[src/rtl/pwm_duty_decoder.sv]
// Recovers the duty code of each PWM frame delimited by the frame clock and flags
// malformed frames: wrong length, more than one high run, or a lost frame clock.
//
//  state   | meaning
//  --------+------------------------------------------------------------
//  SYNC    | waiting for the first frame start; no frame is open
//  MEASURE | a frame is open; each frame start closes it and opens the next
module pwm_duty_decoder #(
  parameter int DUTY_W  = 4,
  parameter int PERIOD  = 16,
  parameter int TIMEOUT = 32
) (
  input  logic              clk_3125KHz,
  input  logic              rst_n,
  input  logic              clk_195KHz,
  input  logic              pwm_signal,
  output logic [DUTY_W-1:0] duty_out,
  output logic              duty_valid,
  output logic              full_on,
  output logic              glitch_err,
  output logic              period_err,
  output logic              locked
);

  localparam int CNT_W = $clog2(TIMEOUT + 1);
  localparam int HI_W  = DUTY_W + 1;

  typedef enum logic {
    SYNC    = 1'b0,
    MEASURE = 1'b1
  } state_t;

  state_t            state_q;
  logic              pwm_q;
  logic              pwm_qq;
  logic              frm_q;
  logic              frm_qq;
  logic [CNT_W-1:0]  cyc_cnt_q, cyc_cnt_d;
  logic [HI_W-1:0]   hi_cnt_q, hi_cnt_d;
  logic [1:0]        runs_q, runs_d;
  logic              fs;
  logic              run_start;
  logic              period_ok;
  logic              timed_out;

  // Frame-clock history resets high so a clock already high at release is not a start.
  always_ff @(posedge clk_3125KHz or negedge rst_n) begin
    if (!rst_n) begin
      pwm_q  <= 1'b0;
      pwm_qq <= 1'b0;
      frm_q  <= 1'b1;
      frm_qq <= 1'b1;
    end else begin
      pwm_q  <= pwm_signal;
      pwm_qq <= pwm_q;
      frm_q  <= clk_195KHz;
      frm_qq <= frm_q;
    end
  end

  assign fs        = frm_q & ~frm_qq;
  assign run_start = pwm_q & (fs | ~pwm_qq);
  assign period_ok = (cyc_cnt_q == CNT_W'(PERIOD));
  assign timed_out = (cyc_cnt_q == CNT_W'(TIMEOUT));

  always_comb begin
    cyc_cnt_d = cyc_cnt_q;
    hi_cnt_d  = hi_cnt_q;
    runs_d    = runs_q;
    if (fs) begin
      cyc_cnt_d = CNT_W'(1);
      hi_cnt_d  = {{(HI_W-1){1'b0}}, pwm_q};
      runs_d    = {1'b0, pwm_q};
    end else begin
      if (!timed_out) begin
        cyc_cnt_d = cyc_cnt_q + 1'b1;
      end
      // Saturate so an overlong frame cannot wrap back to a plausible count.
      if (pwm_q && (hi_cnt_q != {HI_W{1'b1}})) begin
        hi_cnt_d = hi_cnt_q + 1'b1;
      end
      if (run_start && (runs_q != 2'b11)) begin
        runs_d = runs_q + 1'b1;
      end
    end
  end

  always_ff @(posedge clk_3125KHz or negedge rst_n) begin
    if (!rst_n) begin
      cyc_cnt_q <= '0;
      hi_cnt_q  <= '0;
      runs_q    <= '0;
    end else begin
      cyc_cnt_q <= cyc_cnt_d;
      hi_cnt_q  <= hi_cnt_d;
      runs_q    <= runs_d;
    end
  end

  always_ff @(posedge clk_3125KHz or negedge rst_n) begin
    if (!rst_n) begin
      state_q    <= SYNC;
      duty_out   <= '0;
      duty_valid <= 1'b0;
      full_on    <= 1'b0;
      glitch_err <= 1'b0;
      period_err <= 1'b0;
      locked     <= 1'b0;
    end else begin
      duty_valid <= 1'b0;
      glitch_err <= 1'b0;
      period_err <= 1'b0;
      case (state_q)
        SYNC: begin
          if (fs) begin
            state_q <= MEASURE;
          end
        end
        MEASURE: begin
          if (fs) begin
            if (period_ok && (runs_q <= 2'd1)) begin
              duty_valid <= 1'b1;
              duty_out   <= hi_cnt_q[DUTY_W-1:0];
              full_on    <= (hi_cnt_q == HI_W'(PERIOD));
              locked     <= 1'b1;
            end else if (period_ok) begin
              glitch_err <= 1'b1;
            end else begin
              period_err <= 1'b1;
              locked     <= 1'b0;
            end
          end else if (timed_out) begin
            // Frame clock lost: drop lock quietly and resynchronise.
            locked  <= 1'b0;
            state_q <= SYNC;
          end
        end
        default: state_q <= SYNC;
      endcase
    end
  end

endmodule
[config.mk]
export PLATFORM = sky130hd
export DESIGN_NAME = pwm_duty_decoder
export DESIGN_NICKNAME = d
export VERILOG_FILES = /design/src/rtl/pwm_duty_decoder.sv
export SDC_FILE = /design/constraint.sdc
export NUM_CORES = 1
export LEC_CHECK = 0
export CAP_MARGIN = 20
export CORE_MARGIN = 2
export CORE_UTILIZATION = 48
export CTS_CLUSTER_DIAMETER = 150
export DETAILED_ROUTE_END_ITERATION = 8
export GPL_TIMING_DRIVEN = 0
export PLACE_DENSITY = 0.7
export SYNTH_ARGS = -nofsm -noshare
export SYNTH_HDL_FRONTEND = slang
export SYNTH_SLANG_ARGS = --single-unit
[constraint.sdc]
create_clock -name clk_3125KHz -period 3.9 [get_ports clk_3125KHz]
set_input_delay 0.39 -clock clk_3125KHz [delete_from_list [all_inputs] [get_ports clk_3125KHz]]
set_output_delay 0.39 -clock clk_3125KHz [all_outputs]
set_load 0.005 [all_outputs]
==> impl_metrics.csv, run 1 <==
group,metric,value,unit
clock_network,hold_buffers,0,
clock_network,post_cts_buffers,0,
clock_network,cts_made_buffers,3,
power_and_ir_drop,ir_drop,314.9,uV
floorplan,die_area,2930,um^2
final_layout,antennaDiodeCount,0,
timing,fin_tns_setup,0,ps
route,wl_per_cell,13.34,um
final_layout,fin_nets,135,
status,status,"complete, no violations",
critical_path,worst_setup_path_end_kind,"flip-flop",
critical_path,worstReg2RegStart,"hi_cnt_q[0]",
timing,rsz0062_at_grt,"false",
clock_network,cts_max_path_buffers,2,
route,wl,2041,um
timing,period_minus_slack,1776,ps
placement,gp_congestion,0.6813,
critical_path,path_class,"reg2reg",
yosys,ys_seq_area_share,56.22,%
route,vias,784,
placement,placed_cell_area,1379,um^2
route,viasPerCell,5.124,
global_route,grt_pass1_vias,791,
placement,io_buffers,12,
timing,relSlewSlack,69.31,%
global_route,grtUsageTotal,16.82,%
power_and_ir_drop,power_density,419.8,nW/um^2
power_and_ir_drop,leakagePower,0.6800,nW
flow_run,max_cap_violations,0,
timing,drv_slew,0,
floorplan,rows,18,
route,route.detailed.drc,0,
timing,finalCritPeriodShare,45.53,%
yosys,synth.avg_cell_area,11.38,um^2
critical_path,crit_path_start_kind,"flip-flop",
yosys,synth-seq-cells,27,
timing,holdWs,336.1,ps
route,dr.pass1.iters,4,
final_layout,final_cells,153,
yosys,syn_nets,117,
timing,clock.fmax,563.1,MHz
clock_network,clkSlewWorstSetupHoldPaths,140,ps
floorplan,dieHeight,54.13,um
critical_path,cp.required,4110,ps
floorplan,die_x,54.13,um
global_route,antenna_found_initial,0,
critical_path,crit_arrival,1990,ps
timing,hold_viol_final,0,
placement,dp_cells,149,
timing,tightestPinTransition,460.4,ps
clock_network,ctsResizeCount,0,
critical_path,crit_start,"hi_cnt_q[0]",
yosys,syn_area,1206,um^2
yosys,yosysWarnings,0,
placement,post-dp-hpwl,1547,um
clock_network,htree_levels,1,
floorplan,core,2432,um^2
clock_network,root_buffer,"clkbuf_4",
clock_network,cts_sinks,27,
timing,finalSetupViolations,0,
clock_network,clock_latency,320,ps
route,ant_nets,0,
worst_hold_path,hp-class,"in2async",
route,drt-initial-drc-count,5,
global_route,grt_max_degree,21,
final_layout,area_growth_syn_to_layout,16.49,%
final_layout,layout-drive-gt1-share,11.38,%
final_layout,design_area,1405,um^2
floorplan,start_util,49.59,%
yosys,syn_inst,106,
clock_network,cts_tree,"built",
global_route,gr-total-overflow,0,
critical_path,path_max_fanout,6,
floorplan,ios,13,
yosys,yosys.cell_types.count,26,
global_route,grt_pass1_wl,3436,um
timing,fin_skew,1.893,ps
==> kinds of logic (layout without fill, tap and decap cells) <==
group                      after synthesis  count (layout)  synth area share [%]
and+or+nand+nor                         43              43                 18.88
DFF                                     27              27                 56.22
AOI/OAI and AO/OA                        8               8                 4.358
buffers and inverters                    8              25                 2.490
adders and majority gates                7               7                 7.261
muxes                                    7               7                 6.431
xor gates and xnor gates                 6               6                 4.358
==> synthesized netlist by cell type <==
| master | instances | share of area, % |
|---|---|---|
| dfstp_2 | 2 | 4.4 |
| nand4_2 | 1 | 1.0 |
| xnor2_1 | 3 | 2.2 |
| a32oi_1 | 1 | 0.73 |
| nand3_1 | 3 | 1.2 |
| nor2b_1 | 2 | 1.0 |
| and3b_1 | 1 | 0.73 |
| inv_1 | 7 | 2.2 |
| xor2_1 | 3 | 2.2 |
| dfrtp_1 | 25 | 52 |
| nand2b_1 | 4 | 2.1 |
| nand4_1 | 1 | 0.52 |
| clkbuf_1 | 1 | 0.31 |
| mux2_2 | 6 | 5.6 |
| o211ai_1 | 1 | 0.62 |
| nand2_1 | 13 | 4.0 |
| a21oi_1 | 4 | 1.7 |
| mux2i_1 | 1 | 0.83 |
| and3_1 | 3 | 1.6 |
| nor3_1 | 3 | 1.2 |
| nor3b_2 | 1 | 1.0 |
| ha_1 | 7 | 7.3 |
| nand3b_1 | 3 | 1.9 |
| a21boi_0 | 1 | 0.62 |
| o32ai_1 | 1 | 0.73 |
| nor2_1 | 8 | 2.5 |
==> per-layer routing <==
| metal | GRT usage [%] | vias to the layer above | wire length, um |
|---|---|---|---|
| met1 | 19.68 | 379 | 939 |
| met4 | 6.250 | 0 | 36 |
| li1 | - | 391 | - |
| met5 | 0 | - | 0 |
| met3 | 3.333 | 4 | 39 |
| met2 | 30.12 | 10 | 1026 |
==> layout by cell type, fill, tap and decap left out, types with 2 or more instances in the layout <==
cell,netlist,layout
ha_1,7,7
xnor2_1,3,3
nand2b_1,4,4
inv_1,7,7
and3_1,3,3
nor2b_1,2,2
nor3_1,3,3
dfstp_2,2,2
nor2_1,8,8
nand3_1,3,3
mux2_2,6,6
clkdlybuf4s50_1,0,12
dfrtp_1,25,25
nand3b_1,3,3
clkbuf_1,1,2
xor2_1,3,3
nand2_1,13,13
a21oi_1,4,4
clkbuf_4,0,3
==> final cells by class <==
| cell class | count | area [um^2] |
|---|---|---|
| Fill cell | 206 | 1027 |
| Multi-Input combinational cell | 71 | 498.0 |
| Inverter | 7 | 26.28 |
| Timing Repair Buffer | 13 | 135.1 |
| Sequential cell | 27 | 678.2 |
| Tap cell | 30 | 37.54 |
| Buffer | 1 | 3.754 |
| Clock buffer | 4 | 26.28 |
==> path summary, 6_finish.rpt <==
check / end / slack [ps] / cells past startpoint
min: cyc_cnt_q[4] / 340 / 1
max reg2reg: hi_cnt_q[3] / 2120 / 7
max: hi_cnt_q[3] / 2120 / 7
max in group asynchronous: frm_q / 3030 / 2
min in group clk_3125KHz: frm_qq / 380 / 0
min reg2reg: frm_qq / 380 / 0
==> state kept, by name (all words and copies together), names as in the netlist <==
name	flops
cyc_cnt_q	6
full_on	1
pwm_qq	1
runs_q	2
pwm_q	1
frm_q	1
state_q	1
duty_valid	1
hi_cnt_q	5
glitch_err	1
locked	1
period_err	1
duty_out	4
frm_qq	1
==> worst max-delay path, stage by stage, from the launching register on <==
cell     delay (ps)
dfrtp_1         470
ha_1            230
and3_1          180
ha_1            180
nor2b_1         240
nand4_1         150
xor2_1          150
nor2_1           60
==> power by group <==
part,total [mW],switching (mW),internal (mW)
sequential,0.354,0.0386,0.315
clock,0.121,0.0814,0.0401
combinational,0.115,0.0547,0.0599
total,0.590,0.175,0.415
==> per-stage QoR <==
stage	power [mW]	utilization, %	worst slack, ps
final	0.5899	57.77	2124
after global routing	0.6294	57.77	1959
after CTS	0.5955	57.77	2116
after detailed placement	0.4748	56.69	2132
after global placement	0.4643	56.07	2056
after floorplan	0.4315	-	2309
(Power assumes the default switching activity.)
==> run 2, diff against run 1 <==
--- a/config.mk
+++ b/config.mk
@@ -11,7 +11,7 @@
 export CTS_CLUSTER_DIAMETER = 150
 export DETAILED_ROUTE_END_ITERATION = 8
 export GPL_TIMING_DRIVEN = 0
-export PLACE_DENSITY = 0.7
+export PLACE_DENSITY = 0.72
 export SYNTH_ARGS = -nofsm -noshare
 export SYNTH_HDL_FRONTEND = slang
 export SYNTH_SLANG_ARGS = --single-unit
==> constraint.sdc (replaced) <==
create_clock -name clk_3125KHz -period 1.6 [get_ports clk_3125KHz]
set_input_delay 0.16 -clock clk_3125KHz [delete_from_list [all_inputs] [get_ports clk_3125KHz]]
set_output_delay 0.16 -clock clk_3125KHz [all_outputs]
set_load 0.005 [all_outputs]
==> impl_metrics.csv, run 2 (same netlist as run 1, synthesis figures left out) <==
group,metric,value,unit
status,status,"complete, but fails checks",
status,violations,"negative setup slack",
critical_path,crit_path_start_kind,"flip-flop",
final_layout,fin_util,63.99,%
placement,pre_cts_ws,-192.6,ps
power_and_ir_drop,ir_drop,669.1,uV
clock_network,htree_levels,1,
final_layout,multi_input_comb_area,566.8,um^2
timing,period_minus_slack,1627,ps
floorplan,start_util,49.59,%
final_layout,fill_cells,214,
clock_network,clock_latency,320,ps
final_layout,layout-drive-gt1-share,24.24,%
clock_network,cts_sinks,27,
placement,gp_congestion,0.6833,
clock_network,cts_made_buffers,3,
placement,placed_cell_area,1391,um^2
final_layout,antennaDiodeCount,0,
power_and_ir_drop,power_density,995.7,nW/um^2
placement,io_buffers,12,
route,ant_nets,0,
critical_path,worst_setup_path_end_kind,"flip-flop",
power_and_ir_drop,total_power,1.550,mW
timing,holdWs,191.7,ps
timing,tightestPinTransition,592.6,ps
timing,drv_slew,0,
clock_network,root_buffer,"clkbuf_4",
critical_path,crit_chain,"inv_1, ha_1, nor3b_4, and3b_2, nand4_4, mux2_4",
floorplan,die_x,54.13,um
final_layout,final_common_cell,"dfrtp_1",
critical_path,path_class,"reg2reg",
timing,fin_skew,7.990,ps
floorplan,core,2432,um^2
critical_path,slowest_delay,410,ps
timing,fin_tns_setup,-43.10,ps
power_and_ir_drop,leakagePower,0.7343,nW
critical_path,path_max_fanout,6,
global_route,grt_max_degree,18,
timing,clock.fmax,614.7,MHz
critical_path,cp.required,1830,ps
placement,dp_cells,149,
timing,relSlewSlack,60.37,%
worst_hold_path,hp-class,"in2async",
clock_network,cts_max_path_buffers,2,
global_route,antenna_found_initial,0,
placement,post-dp-hpwl,1606,um
final_layout,design_area,1556,um^2
timing,worst_slack,-26.93,ps
global_route,gr-total-overflow,0,
global_route,grt_pass1_vias,879,
timing,finalSetupViolations,4,
final_layout,area_growth_syn_to_layout,29.05,%
timing,hold_viol_final,0,
global_route,grt_pass1_wl,3870,um
final_layout,layout_common_cells,"dfrtp_1, nand2_1, clkdlybuf4s50_1",
clock_network,clkSlewWorstSetupHoldPaths,150,ps
clock_network,cts_tree,"built",
final_layout,top_regs,"cyc_cnt_q x6, hi_cnt_q x5, duty_out x4",
route,wl_per_cell,13.97,um
final_layout,regMostFlops,"cyc_cnt_q",
route,vias,840,
final_layout,final_cells,162,
timing,rsz0062_at_grt,"true",
critical_path,cp_slowest_cell,"dfrtp_1",
floorplan,rows,18,
critical_path,crit_arrival,1860,ps
route,drt-initial-drc-count,8,
route,viasPerCell,5.185,
flow_run,max_cap_violations,0,
final_layout,fin_nets,144,
final_layout,largest_reg_flops,6,
timing,finalCritPeriodShare,101.7,%
floorplan,dieHeight,54.13,um
floorplan,die_area,2930,um^2
final_layout,seqCellArea,679.4,um^2
route,dr.pass1.iters,4,
floorplan,ios,13,
route,wl,2263,um
global_route,grtUsageTotal,18.62,%
route,route.detailed.drc,0,
==> run 2: cell count changes in the layout (fill, tap and decap cells not counted), sizes merged <==
cell  before  now
buf        1   10
==> run 2: worst paths after layout <==
path,from,endpoint,slack [ps],cells past startpoint
hold / removal,rst_n,hi_cnt_q[1],190,1
min in group clk_3125KHz,clk_195KHz,frm_q,250,1
max in group asynchronous,rst_n,hi_cnt_q[0],920,2
setup reg to reg,cyc_cnt_q[1],full_on,-30,6
hold reg to reg,frm_q,frm_qq,390,0
setup / recovery,cyc_cnt_q[1],full_on,-30,6
==> run 2: critical path, delay by kind of cell, from the launching register on <==
kind,cells,cell delay [ps]
buf+inv,1,60
mux,1,340
simple gates,3,600
fa+ha+maj,1,130
flops,1,410
==> run 2: per-layer routing <==
| metal | GRT usage, % | share of wire [%] | up-vias |
|---|---|---|---|
| li1 | - | - | 412 |
| met1 | 21.53 | 41 | 418 |
| met2 | 34.14 | 56 | 8 |
| met3 | 2.500 | 2.3 | 2 |
| met4 | 7.500 | 0.66 | 0 |
| met5 | 0 | 0 | - |
==> run 2: final cells by class <==
cell class	instances	share of cell area, %
clock buffer	4	1.688
timing repair buffer	22	13.83
inverter	7	1.688
buffer	1	0.3215
tap	30	2.412
multi-input combinational	71	36.41
sequential	27	43.65
==> run 2: power breakdown <==
group	leakage, nW	internal, mW	switching (mW)
sequential	0.346	0.769	0.0928
combinational	0.374	0.218	0.174
clock	0.0150	0.0976	0.199
==> run 2: repair_timing <==
action | CTS | global route
hold buffers | 0 | 0
setup endpoints to repair | 10 | 17
gates resized for setup | 11 | 6
setup buffers | 8 | 1
pin swaps | 3 | 5
hold endpoints to repair | 0 | 0
==> run 3, diff against run 2 <==
--- a/config.mk
+++ b/config.mk
@@ -11,7 +11,7 @@
 export CTS_CLUSTER_DIAMETER = 150
 export DETAILED_ROUTE_END_ITERATION = 8
 export GPL_TIMING_DRIVEN = 0
-export PLACE_DENSITY = 0.72
+export PLACE_DENSITY = 0.79
 export SYNTH_ARGS = -nofsm -noshare
 export SYNTH_HDL_FRONTEND = slang
 export SYNTH_SLANG_ARGS = --single-unit
==> impl_metrics.csv, run 3 (same netlist as run 1, synthesis figures left out) <==
group,metric,value,unit
status,status,"complete, but fails checks",
status,violations,"negative setup slack",
global_route,met2_usage,30.12,%
timing,fin_skew,6.108,ps
final_layout,layout-drive-gt1-share,25.56,%
final_layout,seqCellArea,678.2,um^2
critical_path,cp.required,1830,ps
global_route,grt_max_degree,22,
critical_path,crit_path_start_kind,"flip-flop",
placement,placed_cell_area,1391,um^2
floorplan,core,2432,um^2
final_layout,final_cells,163,
global_route,grtUsageTotal,17.70,%
final_layout,final_common_cell,"dfrtp_1",
route,wl_per_cell,14.02,um
critical_path,slowest_delay,420,ps
power_and_ir_drop,power_density,999.9,nW/um^2
global_route,grt-busiest-layer,"met2",
critical_path,ff2ff_path_depth,6,
critical_path,critPathCapture,"duty_out[3]",
floorplan,ios,13,
placement,dp_cells,149,
global_route,gr-total-overflow,0,
clock_network,cts_tree,"built",
timing,relSlewSlack,72.09,%
final_layout,antennaDiodeCount,0,
power_and_ir_drop,leakagePower,0.7392,nW
final_layout,top_regs,"cyc_cnt_q x6, hi_cnt_q x5, duty_out x4",
global_route,grt_pass1_vias,792,
timing,tightestPinTransition,417.4,ps
critical_path,worstReg2RegStart,"cyc_cnt_q[1]",
timing,clock.fmax,597.6,MHz
critical_path,r2r_slack,-70,ps
final_layout,layout_common_cells,"dfrtp_1, nand2_1, clkdlybuf4s50_1",
placement,gp_congestion,0.6931,
floorplan,rows,18,
timing,hold_viol_final,0,
timing,worst_slack,-73.43,ps
flow_run,max_cap_violations,0,
clock_network,cts_max_path_buffers,2,
route,viasPerCell,5.233,
timing,finalSetupViolations,7,
timing,drv_slew,0,
floorplan,die_x,54.13,um
timing,finalCritPeriodShare,104.6,%
final_layout,area_growth_syn_to_layout,28.63,%
timing,holdWs,109.2,ps
timing,rsz0062_at_grt,"true",
clock_network,hold_buffers,0,
clock_network,cts_made_buffers,3,
critical_path,crit_start,"cyc_cnt_q[1]",
route,vias,853,
timing,period_minus_slack,1673,ps
clock_network,clock_latency,330,ps
critical_path,worst_setup_path_end_kind,"flip-flop",
clock_network,root_buffer,"clkbuf_4",
final_layout,fin_nets,145,
route,route.detailed.drc,0,
power_and_ir_drop,ir_drop,945.9,uV
floorplan,die_area,2930,um^2
global_route,grt_pass1_wl,3567,um
clock_network,cts_sinks,27,
final_layout,multi_input_comb_area,555.5,um^2
final_layout,design_area,1551,um^2
placement,pre_cts_ws,-184.4,ps
route,dr.pass1.iters,4,
critical_path,r2r_end,"duty_out[3]",
worst_hold_path,hp-class,"in2async",
critical_path,path_max_fanout,6,
critical_path,cp_slowest_cell,"dfrtp_1",
global_route,grtUsageMet3,6.111,%
final_layout,largest_reg_flops,6,
critical_path,crit_chain,"inv_2, ha_4, nor3b_4, and3b_2, nand4_4, mux2_4",
final_layout,regMostFlops,"cyc_cnt_q",
floorplan,dieHeight,54.13,um
critical_path,crit_arrival,1900,ps
critical_path,path_class,"reg2reg",
global_route,antenna_found_initial,0,
floorplan,start_util,49.59,%
global_route,grt_use_met1,19.82,%
route,ant_nets,0,
placement,post-dp-hpwl,1498,um
final_layout,fill_cells,188,
route,drt-initial-drc-count,3,
clock_network,clkSlewWorstSetupHoldPaths,140,ps
route,wl,2285,um
clock_network,htree_levels,1,
placement,io_buffers,12,
## run 3: area by class of cell
class	count	share of cell area (%)
Buffer	1	0.3226
Clock buffer	4	1.694
Inverter	7	1.694
Multi-Input combinational cell	71	35.81
Sequential cell	27	43.71
Tap cell	30	2.419
Timing Repair Buffer	23	14.35
## run 3: power breakdown
group / switching (mW) / internal, mW
registers: 0.0927 / 0.768
clock network: 0.195 / 0.0979
logic: 0.176 / 0.221
## run 3: critical path, delay by kind of cell, from the launching register on
kind	cells	cell delay, ps
multiplexers	1	340
AND/OR/NAND/NOR	3	620
flip-flops	1	420
buffers and inverters	1	70
adder cells (fa/ha/maj)	1	120
## run 3: how the worst min path moves through the flow
stage,from,end,cells past startpoint
after floorplan,rst_n,cyc_cnt_q[0],0
after global placement,frm_q,frm_qq,0
after detailed placement,frm_q,frm_qq,0
after CTS,rst_n,locked,1
after global routing,rst_n,locked,1
final,rst_n,locked,1
## run 3: what timing repair did
| item | 4_1_cts | 5_1_grt |
|---|---|---|
| pin swaps | 2 | 4 |
| resized for setup | 6 | 9 |
| setup endpoints to repair | 10 | 11 |
| buffers inserted | 5 | 5 |
## run 3: through the flow
step	setup TNS [ps]	power (mW)	util (%)
2_1_floorplan	0	1.052	-
3_3_place_gp	-607.5	1.127	56.07
3_5_place_dp	-943.9	1.155	57.20
4_1_cts	-162.5	1.508	60.75
5_1_grt	-1040	1.654	63.79
6_report	-271.7	1.551	63.79
## run 3: metal layers
layer	share of wire (%)	vias to the layer above
met5	0	-
met4	1.7	0
met3	3.8	4
met2	54	15
met1	40	425
li1	-	409
